[src/rtl/gpp_fact_pkg.sv]
// gpp_fact_pkg: shared state encoding and default width for the factorial sequencer
package gpp_fact_pkg;
    localparam int FACT_WIDTH = 16;
    typedef enum logic [2:0] {
        IDLE = 3'd0,
        INIT = 3'd1,
        MUL  = 3'd2,
        STEP = 3'd3,
        DONE = 3'd4
    } state_t;
endpackage

[src/rtl/fact_mul_step.sv]
// fact_mul_step: serial shift-add multiplier, one multiplier bit per cycle, product valid WIDTH cycles after load
module fact_mul_step
    import gpp_fact_pkg::*;
#(
    parameter int WIDTH = FACT_WIDTH
) (
    input  logic                 clk,
    input  logic                 rst,
    input  logic                 load,
    input  logic [WIDTH-1:0]     a,
    input  logic [WIDTH-1:0]     b,
    output logic [2*WIDTH-1:0]   prod
);
    logic [WIDTH-1:0] mcand;
    logic [WIDTH:0]   sum;
    // multiplier sits in the low half and is shifted out as the product grows in from the top
    assign sum = {1'b0, prod[2*WIDTH-1:WIDTH]} + {1'b0, (prod[0] ? mcand : {WIDTH{1'b0}})};
    always_ff @(posedge clk or negedge rst) begin
        if (!rst) begin
            mcand <= '0;
            prod  <= '0;
        end else if (load) begin
            mcand <= a;
            prod  <= {{WIDTH{1'b0}}, b};
        end else begin
            prod  <= {sum, prod[WIDTH-1:1]};
        end
    end
endmodule

[src/rtl/fact_seq.sv]
// fact_seq: multi-cycle n! sequencer using a serial multiplier; define FACT_SAT_EN to saturate
// and stop early on the first overflowing multiply instead of wrapping mod 2^WIDTH
module fact_seq
    import gpp_fact_pkg::*;
#(
    parameter int WIDTH = FACT_WIDTH
) (
    input  logic             clk,
    input  logic             rst,
    input  logic             start,
    input  logic [WIDTH-1:0] operand,
    output logic             busy,
    output logic             done,
    output logic [WIDTH-1:0] result,
    output logic             ovf,
    output logic             zero
);
    localparam int IW = $clog2(WIDTH);
    state_t             state, state_nxt;
    logic [WIDTH-1:0]   cnt, cnt_nxt, acc, acc_nxt;
    logic               ovf_int, ovf_int_nxt, load, hi_ovf;
    logic [IW-1:0]      it;
    logic [2*WIDTH-1:0] prod;
    assign hi_ovf = |prod[2*WIDTH-1:WIDTH];
    assign busy   = state != IDLE;
    assign done   = state == DONE;
    // the multiplier loads with the values being registered this edge, so it sees acc/cnt as of MUL entry
    assign load   = (state_nxt == MUL) && (state != MUL);
    fact_mul_step #(.WIDTH(WIDTH)) u_mul (
        .clk  (clk),
        .rst  (rst),
        .load (load),
        .a    (acc_nxt),
        .b    (cnt_nxt),
        .prod (prod)
    );
    always_comb begin
        state_nxt   = state;
        cnt_nxt     = cnt;
        acc_nxt     = acc;
        ovf_int_nxt = ovf_int;
        case (state)
            IDLE: begin
                if (start) begin
                    state_nxt = INIT;
                    cnt_nxt   = operand;
                end
            end
            INIT: begin
                acc_nxt     = WIDTH'(1);
                ovf_int_nxt = 1'b0;
                state_nxt   = (cnt <= WIDTH'(1)) ? DONE : MUL;
            end
            MUL:  state_nxt = (it == IW'(WIDTH-1)) ? STEP : MUL;
            STEP: begin
                acc_nxt     = prod[WIDTH-1:0];
                ovf_int_nxt = ovf_int | hi_ovf;
                cnt_nxt     = cnt - 1'b1;
                state_nxt   = (cnt_nxt == WIDTH'(1)) ? DONE : MUL;
`ifdef FACT_SAT_EN
                if (hi_ovf) begin
                    acc_nxt   = '1;
                    state_nxt = DONE;
                end
`endif
            end
            DONE:    state_nxt = IDLE;
            default: state_nxt = IDLE;
        endcase
    end
    always_ff @(posedge clk or negedge rst) begin
        if (!rst) begin
            state   <= IDLE;
            cnt     <= '0;
            acc     <= '0;
            ovf_int <= 1'b0;
            it      <= '0;
            result  <= '0;
            ovf     <= 1'b0;
            zero    <= 1'b0;
        end else begin
            state   <= state_nxt;
            cnt     <= cnt_nxt;
            acc     <= acc_nxt;
            ovf_int <= ovf_int_nxt;
            it      <= (state == MUL) ? it + 1'b1 : '0;
            // outputs land on the edge entering DONE so they are valid alongside the done pulse
            if (state_nxt == DONE) begin
                result <= acc_nxt;
                ovf    <= ovf_int_nxt;
                zero   <= acc_nxt == '0;
            end
        end
    end
endmodule

[config.mk]
export PLATFORM = sky130hd
export DESIGN_NAME = fact_seq
export DESIGN_NICKNAME = d
export VERILOG_FILES = /design/src/rtl/gpp_fact_pkg.sv /design/src/rtl/fact_mul_step.sv /design/src/rtl/fact_seq.sv
export SDC_FILE = /design/constraint.sdc
export NUM_CORES = 1
export LEC_CHECK = 0
export ABC_AREA = 1
export CAP_MARGIN = 0
export CORE_UTILIZATION = 54
export DETAILED_ROUTE_END_ITERATION = 8
export HOLD_SLACK_MARGIN = 0.15
export PLACE_DENSITY = 0.78
export SETUP_SLACK_MARGIN = 0.1
export SKIP_CTS_REPAIR_TIMING = 1
export SYNTH_ARGS = -nofsm -noshare
export SYNTH_HDL_FRONTEND = slang
export SYNTH_SLANG_ARGS = --single-unit
[constraint.sdc]
create_clock -name clk -period 2.04 [get_ports clk]
set_input_delay 0.204 -clock clk [delete_from_list [all_inputs] [get_ports clk]]
set_output_delay 0.204 -clock clk [all_outputs]
set_load 0.02 [all_outputs]
# Yosys cells after proc, flatten, opt, wreduce, memory -nomap -nowiden
# Cells that the tools add are included.
# op_classes
n_addsub	3
n_lt_le_gt_ge	1
n_eq_ne	9
muxes	12
n_bitwise	1
n_reduce_logical	5
# ops
cell	n
16-bit case mux with 2 select lines	2
16-bit 2-to-1 mux	2
32-bit 2-to-1 mux	1
16-bit by 16-bit adder with 17-bit output	1
16-bit by 1-bit == test with 1-bit output (second input constant)	1
16-bit by 1-bit <= comparator with 1-bit output (second input constant)	1
16-bit logical NOT	1
16-bit OR reduction	1
16-bit by 1-bit subtractor with 16-bit output (second input constant)	1
3-bit case mux with 4 select lines	1
3-bit by 2-bit == test with 1-bit output (second input constant)	3
3-bit 2-to-1 mux	3
3-bit == test (second input constant)	2
4-bit by 1-bit adder with 4-bit output (second input constant)	1
4-bit == test (second input constant)	1
4-bit 2-to-1 mux	1
3-bit by 1-bit == test with 1-bit output (second input constant)	1
3-bit logical NOT	1
3-bit by 2-bit inequality test with 1-bit output (second input constant)	1
3-bit nonzero test	1
1-bit case mux with 2 select lines	1
1-bit logical AND	1
1-bit 2-to-1 mux	1
1-bit OR	1
# word_totals
ff_bits	106
input_bits	19
output_inout_bits	20
word_cells	41

# Longest topological paths before layout
# logic_depth
word_depth	7
ltp_mapped	18
ltp_nobuf	16

# Hierarchy
# A second synthesis with hierarchy kept.
# unflattened
cells_unflattened	784
hier_area_um2	5889.4
# modules_own_cells
mod	instances	cells_per_inst	area_each_um2
fact_seq	1	393	3151.8
fact_mul_step	1	391	2737.6

# Worst setup path before layout
# OpenSTA, ideal clock, no wires.
# synth_path
path_type	register to register
from	register u_mul.prod[0]
to	register u_mul.prod[27]
setup_time_ns	0.111
arrival_time_ns	2.085
required_time_ns	1.929
setup_slack_ns	-0.156
stages_incl_launch_ff	14
path_buffers	2
cell_sequence	dfrtp_1 > clkbuf_1 > clkbuf_1 > nand2_1 > inv_1 > ha_1 > a21o_1 > a21oi_1 > nand3_1 > a21oi_1 > xor2_1 > inv_1 > nand2_2 > inv_2
# synth_via
elab_chain_len	3
# synth_lines
item	line_no	text
start: declaration	fact_mul_step.sv:12	output logic [2*WIDTH-1:0] prod
start signal: assignment	fact_mul_step.sv:24	prod <= {{WIDTH{1'b0}}, b};
start signal: assignment	fact_mul_step.sv:26	prod <= {sum, prod[WIDTH-1:1]};
16-bit 2-to-1 mux	fact_mul_step.sv:17	assign sum = {1'b0, prod[2*WIDTH-1:WIDTH]} + {1'b0, (prod[0] ? mcand : {WIDTH{1'b0}})};
16-bit by 16-bit adder with 17-bit output	fact_mul_step.sv:17	
32-bit 2-to-1 mux	fact_mul_step.sv:22	end else if (load) begin
# No other way between the ends.
# A chain may end at the register's enable or synchronous reset.

# Worst setup path in the final report
# layout_path
from	register u_mul.prod[0]
to	register u_mul.prod[23]
# Same word-level chain as after synthesis.

==> metrics.yaml <==
routing:
  via_per_inst: 5.59
  drc: 0
  first_pass_iters: 5
  met1_length_um: 6880
  totalWireLength_um: 16300
  routed.top_layer: "met4"
  wl_per_cell_um: 16.8
  met3WireLength_um: 1050
  antenna_left: 0
  drt_iter0_drc: 317
  vias: 5410
  met2_length_um: 7840
critical_path:
  crit_buf_inv: 4
  critPathSlowestCell: "dfrtp_2"
  crit_path_start_kind: "flip-flop"
  crit_path_cell_trace: "buf_6, nand2_1, inv_1, ha_2, fa_2, a21o_1, a31oi_1, xor2_1, inv_1, nand2_2, inv_2"
  crit_path_end_kind: "flip-flop"
  crit_family: "adder cells"
  cp_slowest_stage_delay_ns: 0.48
  required_ns: 2.33
  cpMostUsedCell: "inv_1"
  cp_max_fo: 7
  crit_type: "reg2reg"
  cp_data_arrival_time_ns: 2.52
sta:
  period_minus_slack_ns: 2.24
  skew_ns: 0.0144
  hold_viol: 0
  drv_slew: 0
  tightestPinTransition_ns: 0.493
  setup_viol: 66
  clock.fmax_mhz: 447
  setup_tns_ns: -9.30
  slew-limit-headroom_pct: 66.8
  setup_ws_ns: -0.196
  fin_crit_sh_pct: 110
  timing.hold.ws_ns: 0.245
  rsz0062_at_grt: "true"
place:
  gp_congestion: 1.04
  hpwl_um: 11200
  port_buffers: 38
  place_inst: 934
layout:
  drive_gt1_share_pct: 27.0
  antenna_cells: 0
  finish.utilization_pct: 73.7
  area_delta_synth_final_pct: 32.9
  layout.cells.non_filler: 968
  register_area_um2: 2660
  fill_cells: 743
  multi_input_area_um2: 2980
  nNetsFinal: 867
clock_network:
  cts_max_path_buffers: 2
  insertion_delay_ns: 0.39
  cts_max_level: 3
  clock_tree.root_cell: "clkbuf_8"
  cts.sinks: 106
  cts-buffers-inserted: 9
  cts_tree: "built"
  path_clk_slew_ns: 0.11
power_and_ir_drop:
  ir_drop_uv: 971
  p_seq_share_pct: 31.5
  p_total_mw: 10.6
  pwr-share-clk_pct: 13.3
  intPower_mw: 5.84
  pwr-share-comb_pct: 55.2
  switching_power_mw: 4.73
  switching_share_pct: 44.7
  p_leak_nw: 4.25
  power_density_nw_per_um2: 1390
status:
  status: "complete, but fails checks"
  violations: "negative setup slack"
die:
  start_util_pct: 55.5
  core.rowCount: 37
  die_w_um: 105
  core_area_um2: 10300
  die_h_um: 105
  ios: 39
  die_area_um2: 11000
global_routing:
  grt_pass1_vias: 5347
  grt_pass1_wl_um: 25500
  gr-total-overflow: 0
  grt_start_max_net_pins: 48
  antenna_found_initial: 0
  grtUsageTotal_pct: 29.5
synth:
  post_synth_inst_count: 709
  synth.distinct_cells: 37
  synth_fp_nets: 749
  yosysSeqAreaShare_pct: 46.3
  ys_ff_latch: 106
  ys_warn_count: 0
  async_reset_ff_share_pct: 100
  synth.cell_area_um2: 5730
  avgSynthCellArea_um2: 8.08
  synth_edf_count: 0
  synth_top_flop_cell: "dfrtp_1"
flow_run:
  cap_violations: 0
hold_path:
  min_path_type: "in2async"
path summary, 6_finish.rpt:
check                                        startpoint                        to  slack (ns)  cells past startpoint
worst min register to register          it[0]$_DFF_PN0_           it[0]$_DFF_PN0_        0.47                      1
worst max register to register  u_mul.prod[0]$_DFF_PN0_  u_mul.prod[23]$_DFF_PN0_       -0.20                     11
min in group clk                             operand[3]          cnt[3]$_DFF_PN0_        0.45                      3
worst max-delay path            u_mul.prod[0]$_DFF_PN0_  u_mul.prod[23]$_DFF_PN0_       -0.20                     11
worst min-delay path                                rst           it[0]$_DFF_PN0_        0.24                      2
max in group asynchronous                           rst          cnt[2]$_DFF_PN0_        1.21                      3
synth_stat cells, types with 4 or more instances:
cell type	n	area, um^2
nor4_1	9	56.3
ha_1	20	250
nand4_1	35	219
xor2_1	11	96.3
inv_2	13	48.8
clkbuf_1	15	56.3
xnor2_1	5	43.8
dfrtp_1	106	2650
inv_1	74	278
a22o_1	15	131
nor2_1	38	143
nand2_1	220	826
o21ai_0	13	65.1
buf_2	7	35.0
nand2_2	14	87.6
o221ai_1	7	61.3
nand3_1	46	230
o211ai_1	10	75.1
nor2_2	4	25.0
nor3_1	6	30.0
a21oi_1	17	85.1
power by group through the flow:
stage / sequential [mW] / clock (mW) / combinational, mW
CTS: 3.30 / 1.42 / 5.04
global route: 3.38 / 1.49 / 6.36
global placement: 3.31 / 0 / 4.82
finish: 3.33 / 1.40 / 5.84
floorplan: 3.16 / 0 / 3.23
detailed placement: 3.33 / 0 / 5.00
area by class of cell:
cell class / count / area share, %
repair buffers: 133 / 16.5
clock inverters: 7 / 1.20
flip-flops and latches: 106 / 34.9
multi-input cells: 489 / 39.2
clock buffers: 9 / 1.63
well taps: 136 / 2.24
inverters: 88 / 4.34
cells in the final DEF, fill, tap and decap left out, types with 3 or more instances in the layout:
cell,count
ha_1,14
a21oi_1,13
ha_4,5
nand4_1,35
nand3_1,44
inv_2,18
a22o_1,15
dfrtp_2,3
buf_6,3
o211ai_1,10
nand2_2,35
o21ai_0,9
xnor2_1,5
inv_1,69
buf_12,6
o221ai_1,7
nor4_1,9
nor3_1,3
nor2_1,28
clkbuf_8,9
inv_6,3
nand2_1,180
clkdlybuf4s50_1,35
o21bai_1,3
xor2_1,11
clkbuf_16,4
a21oi_2,4
nor2_4,6
a21o_1,3
nand2_4,20
buf_4,82
dfrtp_1,103
nor2_2,11
through the flow:
step                area [um^2]  setup WS [ns]
floorplan                  5850         0.0779
global placement           6880         -0.131
detailed placement         6880         -0.238
CTS                        7090         -0.251
global route               7610         -0.305
finish                     7610         -0.196
layer usage:
layer / GRT usage [%] / vias up
met5: 0 / -
met4: 11.9 / 0
met3: 5.36 / 51
met2: 48.8 / 233
met1: 38.6 / 2559
li1: - / 2567
sequential cells by signal, summed over array words and instances (netlist names):
signal and flops:
state 3, result 16, ovf 1, zero 1, ovf_int 1, cnt 16, it 4, acc 16
u_mul.mcand 16, u_mul.prod 32
cell families after synthesis:
kind of cell               share of synthesized area (%)
and+or+nand+nor                                     29.5
buffers and inverters                               8.21
DFF                                                 46.3
AOI/OAI and AO/OA                                   8.76
adders and majority gates                           4.72
xor gates and xnor gates                            2.45
(Power assumes the default switching activity.)
